--- config.mk ---
export PLATFORM = sky130hd
export DESIGN_NAME = icache_linefill_buf
export DESIGN_NICKNAME = d
export VERILOG_FILES = /design/src/rtl/icache_linefill_buf.sv
export SDC_FILE = /design/constraint.sdc
export NUM_CORES = 1
export LEC_CHECK = 0
export ABC_CLOCK_PERIOD_IN_PS = 3100
export CORE_AREA = 4 4 489 491
export DETAILED_ROUTE_END_ITERATION = 7
export DIE_AREA = 0 0 493 495
export PLACE_DENSITY = 0.41
export SETUP_SLACK_MARGIN = 0.15
export SKIP_CTS_REPAIR_TIMING = 1
export SLEW_MARGIN = 20
export SYNTH_ARGS = -nofsm -noshare
export SYNTH_HDL_FRONTEND = slang
export SYNTH_SLANG_ARGS = --single-unit
export TNS_END_PERCENT = 10
--- constraint.sdc ---
create_clock -name clk -period 3.1 [get_ports clk]
set_input_delay 0.465 -clock clk [delete_from_list [all_inputs] [get_ports clk]]
set_output_delay 0.465 -clock clk [all_outputs]
set_load 0.03 [all_outputs]
--- src/rtl/icache_linefill_buf.sv ---
// Line-fill buffer: gathers returned read beats for one MSHR miss into a full line,
// writes it to the data RAM, returns it upstream, then pulses done to the owning entry.
// Optional ICACHE_LINEFILL_BYPASS_EN merges the write and response phases into one state.
//
// state        | meaning
// -------------+-----------------------------------------------------------
// S_COLLECT    | accepting beats into the buffer (rxdat_rdy=1)
// S_WRITE      | line offered to the data RAM (serialized build)
// S_RESP       | line offered upstream (serialized build)
// S_WRITE_RESP | line offered to data RAM and upstream together (bypass build)
// S_DONE       | one-cycle done pulse to the owning MSHR entry
module icache_linefill_buf #(
    parameter int MSHR_ENTRY_NUM = 8,
    parameter int BEAT_NUM       = 4,
    parameter int BEAT_WIDTH     = 128,
    parameter int TXNID_WIDTH    = 8,
    parameter int INDEX_WIDTH    = 7,
    parameter int WAY_NUM        = 2
) (
    input  logic                                      clk,
    input  logic                                      rst_n,
    input  logic                                      rxdat_vld,
    output logic                                      rxdat_rdy,
    input  logic [TXNID_WIDTH-1:0]                    rxdat_txnid,
    input  logic [BEAT_WIDTH-1:0]                     rxdat_data,
    input  logic                                      rxdat_last,
    input  logic [MSHR_ENTRY_NUM*INDEX_WIDTH-1:0]     v_entry_index,
    input  logic [MSHR_ENTRY_NUM*$clog2(WAY_NUM)-1:0] v_entry_way,
    output logic                                      dataram_wr_vld,
    input  logic                                      dataram_wr_rdy,
    output logic [INDEX_WIDTH-1:0]                    dataram_wr_index,
    output logic [$clog2(WAY_NUM)-1:0]                dataram_wr_way,
    output logic [BEAT_NUM*BEAT_WIDTH-1:0]            dataram_wr_data,
    output logic                                      resp_vld,
    input  logic                                      resp_rdy,
    output logic [TXNID_WIDTH-1:0]                    resp_txnid,
    output logic [BEAT_NUM*BEAT_WIDTH-1:0]            resp_data,
    output logic [MSHR_ENTRY_NUM-1:0]                 v_linefill_done,
    output logic                                      err_proto
);

    localparam int ENTRY_W = $clog2(MSHR_ENTRY_NUM);
    localparam int WAY_W   = $clog2(WAY_NUM);
    localparam int CNT_W   = $clog2(BEAT_NUM);

`ifdef ICACHE_LINEFILL_BYPASS_EN
    typedef enum logic [1:0] {
        S_COLLECT    = 2'd0,
        S_WRITE_RESP = 2'd1,
        S_DONE       = 2'd2
    } state_t;
`else
    typedef enum logic [1:0] {
        S_COLLECT = 2'd0,
        S_WRITE   = 2'd1,
        S_RESP    = 2'd2,
        S_DONE    = 2'd3
    } state_t;
`endif

    state_t                                 state;
    state_t                                 state_nxt;
    logic   [CNT_W-1:0]                     beat_cnt;
    logic   [BEAT_NUM-1:0][BEAT_WIDTH-1:0]  line_buf;
    logic   [TXNID_WIDTH-1:0]               txnid_q;
    logic   [ENTRY_W-1:0]                   entry_q;
    logic   [INDEX_WIDTH-1:0]               index_q;
    logic   [WAY_W-1:0]                     way_q;
    logic                                   err_q;

    logic                                   rx_hs;
    logic                                   beat_is_end;
    logic                                   line_end;
    logic   [ENTRY_W-1:0]                   entry_in;

    assign rx_hs       = rxdat_vld & rxdat_rdy;
    assign beat_is_end = (beat_cnt == CNT_W'(BEAT_NUM - 1));
    // A line closes on last or on the final slot, whichever comes first.
    assign line_end    = rx_hs & (rxdat_last | beat_is_end);
    assign entry_in    = rxdat_txnid[ENTRY_W-1:0];

`ifdef ICACHE_LINEFILL_BYPASS_EN
    logic wr_sent_q;
    logic resp_sent_q;

    always_ff @(posedge clk or negedge rst_n) begin
        if (!rst_n) begin
            wr_sent_q   <= 1'b0;
            resp_sent_q <= 1'b0;
        end else if (state == S_WRITE_RESP) begin
            if (dataram_wr_vld && dataram_wr_rdy) wr_sent_q   <= 1'b1;
            if (resp_vld && resp_rdy)             resp_sent_q <= 1'b1;
        end else begin
            wr_sent_q   <= 1'b0;
            resp_sent_q <= 1'b0;
        end
    end
`endif

    always_ff @(posedge clk or negedge rst_n) begin
        if (!rst_n) begin
            state <= S_COLLECT;
        end else begin
            state <= state_nxt;
        end
    end

    always_comb begin
        state_nxt = state;
        case (state)
            S_COLLECT: begin
`ifdef ICACHE_LINEFILL_BYPASS_EN
                if (line_end) state_nxt = S_WRITE_RESP;
`else
                if (line_end) state_nxt = S_WRITE;
`endif
            end
`ifdef ICACHE_LINEFILL_BYPASS_EN
            S_WRITE_RESP: begin
                if ((wr_sent_q | dataram_wr_rdy) && (resp_sent_q | resp_rdy)) state_nxt = S_DONE;
            end
`else
            S_WRITE: begin
                if (dataram_wr_rdy) state_nxt = S_RESP;
            end
            S_RESP: begin
                if (resp_rdy) state_nxt = S_DONE;
            end
`endif
            S_DONE: begin
                state_nxt = S_COLLECT;
            end
            default: begin
                state_nxt = S_COLLECT;
            end
        endcase
    end

    always_comb begin
        rxdat_rdy       = (state == S_COLLECT);
`ifdef ICACHE_LINEFILL_BYPASS_EN
        dataram_wr_vld  = (state == S_WRITE_RESP) && !wr_sent_q;
        resp_vld        = (state == S_WRITE_RESP) && !resp_sent_q;
`else
        dataram_wr_vld  = (state == S_WRITE);
        resp_vld        = (state == S_RESP);
`endif
        v_linefill_done = '0;
        if (state == S_DONE) v_linefill_done[entry_q] = 1'b1;
    end

    // Buffer and tags only move in COLLECT, so the payload is frozen while any vld is up.
    always_ff @(posedge clk or negedge rst_n) begin
        if (!rst_n) begin
            beat_cnt <= '0;
            line_buf <= '0;
            txnid_q  <= '0;
            entry_q  <= '0;
            index_q  <= '0;
            way_q    <= '0;
            err_q    <= 1'b0;
        end else if (rx_hs) begin
            line_buf[beat_cnt] <= rxdat_data;
            if (beat_cnt == '0) begin
                txnid_q <= rxdat_txnid;
                entry_q <= entry_in;
                index_q <= v_entry_index[entry_in*INDEX_WIDTH +: INDEX_WIDTH];
                way_q   <= v_entry_way[entry_in*WAY_W +: WAY_W];
            end else if (rxdat_txnid != txnid_q) begin
                err_q <= 1'b1;
            end
            if (rxdat_last != beat_is_end) err_q <= 1'b1;
            beat_cnt <= line_end ? '0 : beat_cnt + CNT_W'(1);
        end
    end

    assign dataram_wr_index = index_q;
    assign dataram_wr_way   = way_q;
    assign dataram_wr_data  = line_buf;
    assign resp_txnid       = txnid_q;
    assign resp_data        = line_buf;
    assign err_proto        = err_q;

    a_wr_hold: assert property (@(posedge clk) disable iff (!rst_n)
        dataram_wr_vld && !dataram_wr_rdy |=> dataram_wr_vld && $stable(dataram_wr_data));
    a_resp_hold: assert property (@(posedge clk) disable iff (!rst_n)
        resp_vld && !resp_rdy |=> resp_vld && $stable(resp_data));
    a_done_onehot: assert property (@(posedge clk) disable iff (!rst_n)
        $onehot0(v_linefill_done));

endmodule
==> results.md <==
Status:
- The run finished with clean final reports.

Timing:
- The final count of hold timing violations is 0.
- The final worst clock skew is 18.1 ps.
- Of the available clock period, the critical path in the final layout requires 0.879.
- Derived from the worst setup path, the maximum achievable clock frequency is 367 MHz.
- The final setup violation count is 0.
- Setup repair after global routing left no endpoint under its margin.
- The clock period could shrink to about 2700 ps.
- In this run the tightest slew margin relative to its limit is 0.512.
- The count of pins over their slew limit is 0.
- The accumulated negative setup slack is 0 ps.
- The tightest hold path in the finished design has a slack of 348 ps.
- The actual transition at the worst max-transition pin is 731 ps.
- The setup slack of the critical path after layout is ~380 ps.

GRT:
- The global routing usage summed across all routing layers is 0.106.
- The total overflow left after global routing is 0.
- The first-pass GRT wire length is 177000 µm.
- The number of global-route vias before repair is 18726.
- The number of antenna violations at the first check in global routing is 24.
- The maximum number of pins on one net before global-route repair is 54.

Detailed routing:
- Dividing the detail-routed via count by the number of cells gives approximately 3.
- Once detail routing completed, the nets flagged for antenna violations numbered 0.
- The post-detailed-route wirelength per cell is 23.3 µm.
- The starting DRC count in detailed routing is 557.
- The via count of the routed design is 16995.
- The count of TritonRoute iterations in the first routing pass is 4.
- The final routed wirelength across all metal layers is around 140000 µm.
- The count of unresolved DRC violations after routing is 0.

Worst setup path:
- The worst path arrival time is 2260 ps.
- At the worst endpoint, the required time is 2630 ps.
- STA classifies the critical path endpoint as an output pin.
- The type of the setup path with the least slack is reg -> out.
- The worst-case register-to-register setup slack is about 750 ps.
- The maximum fanout encountered on the critical timing path is 5.
- The worst setup path is launched from a flip-flop.
- Counting cells, the worst reg-to-reg path comes to 7.

Floorplan:
- The floorplan step defined a die boundary enclosing 244000 µm².
- The top-level I/O count is 1258.
- The overall die width is 493 µm.
- The number of placement rows is 178.
- The effective utilization at floorplan is 0.106.
- The core region is 235000 µm².
- The vertical die dimension is just under 500 µm.

Power:
- Power spread over the standard cell area amounts to 1460 nW/µm².
- In this run the static leakage power is 16.1 nW.
- The peak ir drop on the vdd network is between 700 and 800 µV.

Logic synthesis:
- The average size of a mapped cell is around 14 µm².
- Counting every net in the synthesized netlist gives 1976.
- In this run, synthesis produced a sequential element count of 533.
- In this run, distinct cell masters in the synthesized netlist total 33.
- In this run the cell area of the synthesized design comes to 24900 µm².
- The sequential element share of the synthesized area is 0.535.
- During synthesis, Yosys emitted a total of 0 warnings.
- The number of instances in the synthesized netlist is 1760.

Clock network:
- The cell sitting at the root of the clock tree is a clkbuf_16.
- The clock transition at the registers of the reported paths is 60 ps.
- TritonCTS built the clock tree.
- Clock latency on the worst-skew pair, taken at its later pin, is 670 ps.
- The clock drives 533 sinks.
- The number of levels in the clock H-tree is 3.
- The number of buffers between clock root and the deepest sink is 3.
- The clock buffer count from CTS is 67.

Placement:
- The number of port buffers is 1257.
- In this run the cell area measured after placement is between 30000 and 40000 µm².
- The count of placed standard cells including taps is 5679.
- The worst setup slack after placement is 373 ps.
- The half-perimeter wire length after placement is 114000 µm.
- Routability-driven placement finished with a final weighted congestion of 0.813.

Flow run:
- The number of max-cap violations is 0.

Final layout:
- The share of post-route cells with drive strength above 1 is 0.278.
- The final instance count without filler cells is 5807.
- The design area is 40100 µm².
- The number of fill cells is about 26000.
- The area added between synthesis and finish is 61.0%.
- At the end of the flow, the number of nets in the layout was roughly 2800.

Worst hold path:
- The min-delay analysis places its worst path in the category in -> async.
## final cells by class
cell class | instances | area (µm²) | share of cell area
antenna | 7 | 17.5 | 0.000436
clock inverter | 21 | 282 | 0.00701
timing repair buffer | 1346 | 13500 | 0.336
inverter | 8 | 30.0 | 0.000748
clock buffer | 99 | 1950 | 0.0485
tap | 3150 | 3940 | 0.0982
multi-input combinational | 643 | 7090 | 0.177
sequential | 533 | 13300 | 0.332
## sequential cells by signal, summed over array words and instances, names as in the netlist
name / cells
dataram_wr_data: 512
dataram_wr_way: 1
err_proto: 1
state: 2
dataram_wr_index: 7
resp_txnid: 8
beat_cnt: 2
## worst paths after layout
path,startpoint,to
worst max register to register,state[0]$_DFFE_PN0P_,dataram_wr_data[434]$_DFFE_PN0P_
max in group asynchronous,rst_n,dataram_wr_data[71]$_DFFE_PN0P_
min in group clk,rxdat_txnid[6],resp_txnid[6]$_DFFE_PN0P_
worst min-delay path,rst_n,dataram_wr_data[376]$_DFFE_PN0P_
worst min register to register,err_proto$_DFFE_PN0P_,err_proto$_DFFE_PN0P_
worst max-delay path,resp_txnid[0]$_DFFE_PN0P_,v_linefill_done[0]
## per-layer routing
layer | vias to the layer above | GRT usage | routed length [µm] | part of all wire
li1 | 7197 | - | - | -
met1 | 8762 | 0.118 | 51400 | 0.38
met4 | 4 | 0.0355 | 3950 | 0.029
met3 | 146 | 0.0323 | 10100 | 0.075
met5 | - | 0 | 15 | 0.00011
met2 | 886 | 0.193 | 69700 | 0.52
## cells by family after synthesis
family / after synthesis / share of synthesized area
buffers and inverters: 584 / 0.183
XOR/XNOR: 8 / 0.00281
AND/OR/NAND/NOR: 41 / 0.00803
flip-flops: 533 / 0.535
AO/OA/AOI/OAI: 32 / 0.00863
adder cells (fa/ha/maj): 10 / 0.00502
multiplexers: 552 / 0.258
## cells in the final DEF (no fill, tap or decap), drive strengths merged, types with 5 or more instances in the layout
cell type      Yosys  final
diode              0      7
mux2i             18     18
dfrtp            533    533
nand2b             5      5
clkbuf             0     99
o22ai              6      6
o21ai             13     13
mux2             534    534
clkinv             0      9
buf              576     98
bufinv             0      5
nand2             19     19
clkdlybuf4s50      0   1247
a221o              6      6
inv                8     14
xnor2              8      8
ha                10     10
nor2               8      8
## power breakdown
part	leakage (nW)	total, mW	switching (mW)	internal [mW]
Combinational	8.47	35.6	20.7	14.9
Clock	1.09	8.08	3.29	4.79
Sequential	6.51	15.1	4.60	10.5
## per-stage QoR
stage               power (mW)   util
global route              61.3  0.171
finish                    58.8  0.171
floorplan                 36.4      -
global placement          51.5  0.161
CTS                       60.0  0.171
detailed placement        51.4  0.161
## Yosys cell counts, drive strengths merged
master	n	area, µm²
inv	8	30.0
nand3	2	10.0
o31ai	1	7.51
buf	576	4530
ha	10	125
a222oi	1	10.0
mux2	534	6250
a21oi	1	5.00
nor2b	2	12.5
a22oi	2	15.0
o211ai	2	15.0
nand2	19	86.3
dfrtp	533	13300
mux2i	18	180
xnor2	8	70.1
nand2b	5	31.3
nand4	2	12.5
a221o	6	60.1
and2	1	7.51
o22ai	6	37.5
nor2	8	30.0
nor3	2	10.0
o21ai	13	65.1
## worst max-delay path: stages (launching register included)
cell and delay (ps):
dfrtp_1 470, nand2b_1 250, nor3_1 150, clkdlybuf4s50_1 730
Note: power is estimated with default switching activity, not from simulation.
